## src/rtl/rgb_seq_pkg.sv

```systemverilog
`default_nettype none
// ============================================================================
// rgb_seq_pkg : shared types and register-field layout for the RGB fade
//               sequencer (sequencer states, keyframe and CTRL bit fields).
// Revision    : 1.0
// ============================================================================
package rgb_seq_pkg;

    typedef enum logic [1:0] {
        IDLE = 2'd0,
        RAMP = 2'd1,
        HOLD = 2'd2
    } seq_state_t;

    localparam int NCHAN       = 3;
    localparam int KF_FIELD_W  = 8;
    localparam int KF_HOLD_LSB = 24;
    localparam int KF_R_LSB    = 16;
    localparam int KF_G_LSB    = 8;
    localparam int KF_B_LSB    = 0;

    localparam int CTRL_EN_BIT   = 0;
    localparam int CTRL_LAST_LSB = 1;

    // Channel 0 = red, 1 = green, 2 = blue.
    function automatic int kf_chan_lsb(input int chan);
        case (chan)
            0:       return KF_R_LSB;
            1:       return KF_G_LSB;
            default: return KF_B_LSB;
        endcase
    endfunction

endpackage
`default_nettype wire

```

## src/rtl/rgb_tick_div.sv

```systemverilog
`default_nettype none
// ============================================================================
// rgb_tick_div : prescaler emitting a one-cycle tick every TICK_DIV cycles
//                while run is high; parked at zero otherwise.
// Revision     : 1.0
// ============================================================================
module rgb_tick_div #(
    parameter int TICK_DIV = 1000
) (
    input  logic clk,
    input  logic reset_n,
    input  logic run,
    output logic tick
);

    localparam int CW = (TICK_DIV > 1) ? $clog2(TICK_DIV) : 1;
    localparam logic [CW-1:0] TERMINAL = CW'(TICK_DIV - 1);

    logic [CW-1:0] count;

    assign tick = run && (count == TERMINAL);

    always_ff @(posedge clk or negedge reset_n) begin
        if (!reset_n) begin
            count <= '0;
        end else if (!run || tick) begin
            count <= '0;
        end else begin
            count <= count + 1'b1;
        end
    end

endmodule
`default_nettype wire

```

## src/rtl/rgb_fade_sequencer.sv

```systemverilog
`default_nettype none
// ============================================================================
// rgb_fade_sequencer : keyframe colour-show engine ramping three PWM levels
//                      toward stored keyframes, dwelling, then advancing.
// Revision           : 1.0
// ============================================================================
module rgb_fade_sequencer
    import rgb_seq_pkg::*;
#(
    parameter int WIDTH    = 8,
    parameter int NKEY     = 4,
    parameter int TICK_DIV = 1000
) (
    input  logic                      clk,
    input  logic                      reset_n,
    input  logic                      cfg_we,
    input  logic [$clog2(NKEY):0]     cfg_addr,
    input  logic [31:0]               cfg_wdata,
    output logic                      cfg_ack,
    output logic [WIDTH-1:0]          level_r,
    output logic [WIDTH-1:0]          level_g,
    output logic [WIDTH-1:0]          level_b,
    output logic                      level_upd,
    output logic [$clog2(NKEY)-1:0]   key_idx,
    output logic                      busy
);

    localparam int KA = $clog2(NKEY);

    seq_state_t state_q, state_d;

    logic [KF_FIELD_W-1:0] kf_hold [NKEY];
    logic [KF_FIELD_W-1:0] kf_lvl  [NKEY][NCHAN];
    logic                  ctrl_en;
    logic [KA-1:0]         ctrl_last;

    logic [KF_FIELD_W-1:0] hold_cnt;
    logic                  tick;
    logic                  step_en;
    logic                  enter_hold;
    logic                  hold_dec;
    logic                  advance;
    logic [NCHAN-1:0]      at_target;
    logic [NCHAN-1:0]      moved;
    logic [NCHAN-1:0][WIDTH-1:0] levels;

    always_ff @(posedge clk or negedge reset_n) begin
        if (!reset_n) begin
            for (int k = 0; k < NKEY; k++) begin
                kf_hold[k] <= '0;
                for (int c = 0; c < NCHAN; c++) begin
                    kf_lvl[k][c] <= '0;
                end
            end
            ctrl_en   <= 1'b0;
            ctrl_last <= '0;
        end else if (cfg_we) begin
            if (cfg_addr[KA]) begin
                ctrl_en   <= cfg_wdata[CTRL_EN_BIT];
                ctrl_last <= cfg_wdata[CTRL_LAST_LSB +: KA];
            end else begin
                kf_hold[cfg_addr[KA-1:0]] <= cfg_wdata[KF_HOLD_LSB +: KF_FIELD_W];
                for (int c = 0; c < NCHAN; c++) begin
                    kf_lvl[cfg_addr[KA-1:0]][c] <= cfg_wdata[kf_chan_lsb(c) +: KF_FIELD_W];
                end
            end
        end
    end

    always_ff @(posedge clk or negedge reset_n) begin
        if (!reset_n) begin
            cfg_ack <= 1'b0;
        end else begin
            cfg_ack <= cfg_we;
        end
    end

    // Dropping en clears the prescaler in the same cycle the FSM heads to IDLE.
    rgb_tick_div #(
        .TICK_DIV (TICK_DIV)
    ) u_tick_div (
        .clk     (clk),
        .reset_n (reset_n),
        .run     (ctrl_en && (state_q != IDLE)),
        .tick    (tick)
    );

    always_ff @(posedge clk or negedge reset_n) begin
        if (!reset_n) begin
            state_q <= IDLE;
        end else begin
            state_q <= state_d;
        end
    end

    always_comb begin
        state_d = state_q;
        if (!ctrl_en) begin
            state_d = IDLE;
        end else begin
            case (state_q)
                IDLE:    state_d = RAMP;
                RAMP:    if (&at_target) state_d = HOLD;
                HOLD:    if (tick && (hold_cnt == '0)) state_d = RAMP;
                default: state_d = IDLE;
            endcase
        end
    end

    always_comb begin
        busy       = (state_q != IDLE);
        step_en    = 1'b0;
        enter_hold = 1'b0;
        hold_dec   = 1'b0;
        advance    = 1'b0;
        case (state_q)
            RAMP: begin
                step_en    = tick;
                enter_hold = ctrl_en && (&at_target);
            end
            HOLD: begin
                advance  = tick && (hold_cnt == '0);
                hold_dec = tick && (hold_cnt != '0);
            end
            default: ;
        endcase
    end

    // Targets are read live from the keyframe slot, so a rewrite retargets at once.
    for (genvar c = 0; c < NCHAN; c++) begin : g_chan
        logic [WIDTH-1:0] target;
        logic [WIDTH-1:0] level_q;

        assign target       = WIDTH'(kf_lvl[key_idx][c]);
        assign at_target[c] = (level_q == target);
        assign moved[c]     = step_en && !at_target[c];
        assign levels[c]    = level_q;

        always_ff @(posedge clk or negedge reset_n) begin
            if (!reset_n) begin
                level_q <= '0;
            end else if (moved[c]) begin
                level_q <= (level_q < target) ? level_q + 1'b1 : level_q - 1'b1;
            end
        end
    end

    assign level_r = levels[0];
    assign level_g = levels[1];
    assign level_b = levels[2];

    always_ff @(posedge clk or negedge reset_n) begin
        if (!reset_n) begin
            key_idx   <= '0;
            hold_cnt  <= '0;
            level_upd <= 1'b0;
        end else begin
            level_upd <= |moved;
            if (!ctrl_en) begin
                key_idx <= '0;
            end else if (advance) begin
                // >= so that shrinking last below the active slot still wraps to 0.
                key_idx <= (key_idx >= ctrl_last) ? '0 : key_idx + 1'b1;
            end
            if (enter_hold) begin
                hold_cnt <= kf_hold[key_idx];
            end else if (hold_dec) begin
                hold_cnt <= hold_cnt - 1'b1;
            end
        end
    end

endmodule
`default_nettype wire

```

## config.mk

```make
export PLATFORM = sky130hd
export DESIGN_NAME = rgb_fade_sequencer
export DESIGN_NICKNAME = d
export VERILOG_FILES = /design/src/rtl/rgb_seq_pkg.sv /design/src/rtl/rgb_tick_div.sv /design/src/rtl/rgb_fade_sequencer.sv
export SDC_FILE = /design/constraint.sdc
export NUM_CORES = 1
export LEC_CHECK = 0
export ABC_CLOCK_PERIOD_IN_PS = 8100
export BUFFER_PORTS_ARGS = -buffer_cell sky130_fd_sc_hd__buf_2
export CAP_MARGIN = 20
export CORE_ASPECT_RATIO = 0.75
export CORE_MARGIN = 2
export CORE_UTILIZATION = 65
export CTS_CLUSTER_SIZE = 40
export DETAILED_ROUTE_END_ITERATION = 7
export PLACE_DENSITY = 0.86
export SYNTH_ARGS = -nofsm -noshare
export SYNTH_HDL_FRONTEND = slang
export SYNTH_HIERARCHICAL = 1
export SYNTH_SLANG_ARGS = --single-unit
```

## constraint.sdc

```tcl
create_clock -name clk -period 8.1 [get_ports clk]
set_input_delay 1.62 -clock clk [delete_from_list [all_inputs] [get_ports clk]]
set_output_delay 1.62 -clock clk [all_outputs]
set_load 0.005 [all_outputs]
```

Yosys cells after proc, flatten, opt, wreduce, memory -nomap -nowiden
Index checks and enable logic that the tools add are counted.
- input port bits: 38
- flip-flop bits (word level): 179
- word-level logic and storage cells: 123
- output and inout bits: 29
- reduce and logical (&&, ||, !) cells: 24
- multiplexer cells: 41
- bitwise gates (word level): 3
- eq/ne operators: 9
- add/sub/neg operators: 9
- order comparisons: 7
- shift operators: 3
- operator list (kind ; number):
    96-bit bitwise mux ; 3
    32-bit 2-to-1 mux ; 6
    24-bit demux with 2-bit select ; 3
    32-bit by 32-bit indexed part select with 8-bit output ; 3
    24-bit 2-to-1 mux ; 3
    8-bit 2-to-1 mux ; 9
    24-bit binary-select mux with 2-bit select ; 1
    32-bit bitwise mux ; 1
    8-bit by 1-bit subtractor with 8-bit output (second input constant) ; 4
    8-bit by 1-bit adder with 8-bit output (second input constant) ; 3
    8-bit equality test ; 3
    8-bit less-than comparator ; 3
    8-bit binary-select mux with 2-bit select ; 1
    8-bit demux with 2-bit select ; 1
    16-bit 2-to-1 mux ; 1
    2-bit 2-to-1 mux ; 6
    10-bit by 1-bit adder with 10-bit output (second input constant) ; 1
    10-bit equality test (second input constant) ; 1
    10-bit 2-to-1 mux ; 1
    1-bit logical AND ; 9
    8-bit logical NOT ; 1
    8-bit nonzero test ; 1
    3-bit greater-or-equal comparator (second input constant) ; 2
    3-bit != test (second input constant) ; 2
    17 further kinds ; 27

Longest topological paths before layout
- depth after elaboration: 9
- mapped depth: 17
- depth with buffers taken out: 15

By module
Netlist, hierarchy kept.
- by module, submodules not included (module ; area an instance (um^2) ; times used ; cells an instance ; sequential area each (um^2)):
    rgb_fade_sequencer ; 8697.1 ; 1 ; 673 ; 4229.1
    rgb_tick_div ; 523.0 ; 1 ; 50 ; 250.2

Least setup slack after synthesis
No wires, ideal clock.
- kind: register -> register
- start point: register key_idx[0]
- end point: register g_chan[1].level_q[7], in the netlist level_g[7]
- period minus slack after synthesis: 3.801 ns
- path buffers: 2
- library setup time: 0.124 ns
- slack: 4.299 ns
- data required time: 7.976 ns
- stages on the path, launching flop included: 17
- arrival: 3.678 ns
- cell sequence: dfrtp_1 > buf_2 > buf_2 > mux4_2 > inv_1 > ha_1 > nor2b_1 > o31ai_1 > a21oi_1 > nand2b_1 > ha_1 > nand3_1 > o211ai_1 > o41ai_1 > or3_1 > a21o_1 > xnor2_1
- word-level cells in the longest chain between the ends: 7
- elaborated cells on any way between the ends: 9
- those cells by class: 1 x order compare; 1 x eq/ne; 4 x mux; 1 x bitwise; 2 x reduce/logical
- ends and longest elaborated chain (item ; line ; source):
    start: declaration ; rgb_fade_sequencer.sv:24 ; output logic [$clog2(NKEY)-1:0] key_idx,
    start signal: assignment ; rgb_fade_sequencer.sv:163 ; key_idx <= (key_idx >= ctrl_last) ? '0 : key_idx + 1'b1;
    2-bit NOT with 3-bit output (implied by the code) (*) ; rgb_fade_sequencer.sv:134 ; assign target = WIDTH'(kf_lvl[key_idx][c]);
    24-bit binary-select mux with 2-bit select (*) ; rgb_fade_sequencer.sv:134 ;
    24-bit 2-to-1 mux (*) (2 in a row) ; - ;
    parallel branches: the longest is 3 deep, another holds 8-bit less-than comparator ; - ;
    end signal: assignment ; rgb_fade_sequencer.sv:143 ; level_q <= (level_q < target) ? level_q + 1'b1 : level_q - 1'b1;
    end: declaration ; rgb_fade_sequencer.sv:132 ; logic [WIDTH-1:0] level_q;
Mark *: on every way between the ends. The select of a mux whose other input is x is not followed.
A chain may end at the register's enable or synchronous reset.

Worst setup path in the final report
- start point: register key_idx[0]
- end point: register g_chan[0].level_q[7], in the netlist level_r[7]
- word-level cells in the longest chain between the ends: 7
- elaborated cells on any way between the ends: 9
- those cells by class: 1 x order compare; 1 x eq/ne; 4 x mux; 1 x bitwise; 2 x reduce/logical
- ends and longest elaborated chain (item ; line):
    2-bit NOT with 3-bit output (implied by the code) (*) ; rgb_fade_sequencer.sv:134
    24-bit binary-select mux with 2-bit select (*) ; rgb_fade_sequencer.sv:134
    24-bit 2-to-1 mux (*) (2 in a row) ; -
    parallel branches: the longest is 3 deep, another holds 8-bit less-than comparator ; -
    end signal: assignment ; rgb_fade_sequencer.sv:143
    end: declaration ; rgb_fade_sequencer.sv:132
Marked as above.

==> flow_metrics.py <==
metrics = {
    "worst_setup_path": {
        "reg2reg_slack_ns": 3.68,
        "worst-r2r-cell-count": 15,
        "crit_arrival_ns": 4.77,
        "cp.required_ns": 8.46,
        "r2r-start": "key_idx[0]",
        "critPathTopFamily": "compound AO/OA/AOI/OAI gates",
        "cpMostUsedCell": "a21oi_1",
        "cp_max_fo": 26,
        "slowest_delay_ns": 0.59,
        "critPathBufInv": 2,
        "path_class": "flop to flop",
        "cp_cell_sequence": "buf_4 > mux4_2 > inv_1 > ha_1 > nor2b_1 > o31ai_1 > a21oi_1 > or2_2 > ha_1 > a21oi_1 > o211ai_1 > o41ai_1 > o21ai_0 > a21oi_1 > xor2_1",
        "cp_slowest_cell": "mux4_2",
        "endpoint_kind": "flop",
        "start_kind": "flop",
        "r2r_end": "level_r[7]",
    },
    "placement": {
        "gp_congestion": 0.856,
        "dp.cells": 945,
        "pre_cts_ws_ns": 3.73,
        "placed_cell_area_um2": 9760,
        "dp_hpwl_um": 13200,
        "portBuffers": 66,
    },
    "power_and_ir_drop": {
        "pwr-share-seq_pct": 47.6,
        "internal_power_mw": 1.77,
        "p_comb_share_pct": 14.8,
        "power_density_nw_per_um2": 226,
        "power.share.clock_pct": 37.6,
        "p_switching_mw": 0.587,
        "power_mw": 2.36,
        "switching_share_pct": 24.9,
        "p_leak_nw": 4.84,
        "irDropWorstVdd_mv": 0.177,
    },
    "clock_network": {
        "clk_pin_slew_worst_paths_ns": 0.07,
        "cts_tree": "done",
        "h-tree-depth": 4,
        "post_cts_buffers": 0,
        "root_buffer": "clkbuf_16",
        "cts_buffers": 17,
        "cts_resized": 0,
        "hold_buffers": 0,
        "clkSinkCount": 179,
        "clock_latency_ns": 0.43,
        "clockBufferDepth": 2,
    },
    "floorplanning": {
        "die_h_um": 107,
        "io_pins": 67,
        "row_count": 37,
        "core_area_um2": 13800,
        "die_area_um2": 15200,
        "die_x_um": 142,
        "start_util_pct": 66.8,
    },
    "timing": {
        "slew_violations": 0,
        "tns_ns": 0,
        "max_slew_margin_pct": 47.7,
        "fin_crit_ns": 4.42,
        "min_period_over_period_pct": 54.5,
        "rsz0062_at_grt": "no",
        "setup_viol": 0,
        "whs_ns": 0.503,
        "finalHoldViolations": 0,
        "worst_slew_pin_slew_ns": 0.785,
        "fmax_mhz": 226,
        "skew_ns": 0.00967,
        "setup_ws_ns": 3.68,
    },
    "layout": {
        "layout_commonest_cell": "dfrtp_1",
        "fill_cells": 860,
        "final_cell_mix": "178 x dfrtp_1, 134 x mux2_2, 65 x buf_2",
        "fin_nets": 879,
        "finish.utilization_pct": 75.6,
        "drive_above_1_share_pct": 36.1,
        "synthToLayoutAreaGrowth_pct": 13.1,
        "final_area_um2": 10400,
        "diodes": 0,
        "stdcell_count": 978,
    },
    "synthesis": {
        "synth_flop_cell": "dfrtp_1",
        "async_flop_share_pct": 100,
        "synth-edff-count": 0,
        "synth_warnings": 6,
        "syn_nets": 812,
        "synth_top_area_share_pct": 48.6,
        "yosysSeqAreaShare_pct": 48.6,
        "ys_ff_latch": 179,
        "yosys.area.top_type": "dfrtp_1",
        "netlist_instances": 723,
        "netlist-cell-type-count": 57,
        "ys_top_cells_by_area": "dfrtp_1 49%, mux2_2 16%, mux4_2 7.8%",
        "synth_area_per_cell_um2": 12.8,
        "synth_area_um2": 9220,
    },
    "drt": {
        "drt_iter0_drc": 424,
        "first_pass_iters": 5,
        "antenna_left": 0,
        "num_vias": 6055,
        "drc_errors": 0,
        "totalWireLength_um": 19900,
        "routedWlPerCell_um": 20.4,
        "drt-vias-per-instance": 6.19,
    },
    "hold_path": {
        "hold_depth": 1,
        "min_from": "kf_hold[3]",
        "whs_endpoint": "kf_hold[3]",
        "hold_path_class": "flop to flop",
    },
    "global_routing": {
        "grt_max_degree": 119,
        "grt_use_total_pct": 28.9,
        "overflow": 0,
        "grt_pass1_vias": 6487,
        "grt_pass1_wl_um": 33200,
        "antenna_found_initial": 0,
    },
    "run_status": {
        "status": "finished clean",
    },
    "flow_run": {
        "drv_cap": 0,
    },
}
how the worst max path moves through the flow:
stage	startpoint	endpoint	cells after the start
floorplan	key_idx[0]	level_g[7]	16
global placement	key_idx[0]	level_g[7]	15
detailed placement	key_idx[0]	level_g[7]	15
CTS	key_idx[0]	level_r[7]	15
global route	key_idx[0]	level_g[7]	15
finish	key_idx[0]	level_r[7]	15
worst register-to-register path: cells and delay by family, from the launching register on:
kind | cells | cell delay, ns
AOI/OAI and AO/OA | 7 | 1.37
buffers and inverters | 2 | 0.63
muxes | 1 | 0.61
adders and majority gates | 2 | 0.54
DFF | 1 | 0.53
and+or+nand+nor | 2 | 0.51
xor gates and xnor gates | 1 | 0.15
area by class of cell:
type / instances / area [um^2] / share of cell area (%)
Clock buffer: 18 / 439 / 4.21
Inverter: 38 / 143 / 1.37
Tap cell: 175 / 219 / 2.10
Clock inverter: 14 / 200 / 1.92
Sequential cell: 179 / 4480 / 43.0
Timing Repair Buffer: 74 / 417 / 4.00
Multi-Input combinational cell: 480 / 4530 / 43.4
kinds of logic after synthesis:
group	count (synthesis)	synth area share, %
buf+inv	64	2.74
simple gates	143	8.48
compound gates	92	6.17
mux	167	24.3
flops	179	48.6
fa+ha+maj	51	7.17
xor+xnor	27	2.56
power groups by stage:
| stage | Combinational [mW] | Clock, mW | Sequential [mW] |
|---|---|---|---|
| 2_1_floorplan | 0.253 | 0 | 1.10 |
| 3_5_place_dp | 0.340 | 0 | 1.14 |
| 5_1_grt | 0.380 | 0.940 | 1.14 |
| 6_report | 0.348 | 0.888 | 1.12 |
| 3_3_place_gp | 0.314 | 0 | 1.12 |
| 4_1_cts | 0.348 | 0.896 | 1.12 |
registers in the layout, indices dropped and copies added, names as in the netlist:
name / count
cfg_ack: 1
key_idx: 2
hold_cnt: 8
ctrl_en: 1
kf_hold: 32
ctrl_last: 2
level_b: 8
u_tick_div/count: 10
state_q: 2
kf_lvl: 96
level_r: 8
level_upd: 1
level_g: 8
cell usage after synthesis (9+ instances only):
master and count:
a21oi_1 25, inv_1 38, mux4_2 32, nand3_1 17, buf_2 10, mux2_2 134, nor2_1 28, nand2_1 41
clkbuf_1 13, xor2_1 14, dfrtp_1 179, o21ai_0 29, a21o_1 10, ha_1 48, nor3_1 9, xnor2_1 13
routing by layer:
metal	GRT usage (%)	routed length [um]
met1	37.9	8600
met2	46.7	9830
met3	7.95	1140
met4	10.6	365
met5	0	0
No activity file was read; power rests on OpenSTA's default activity.
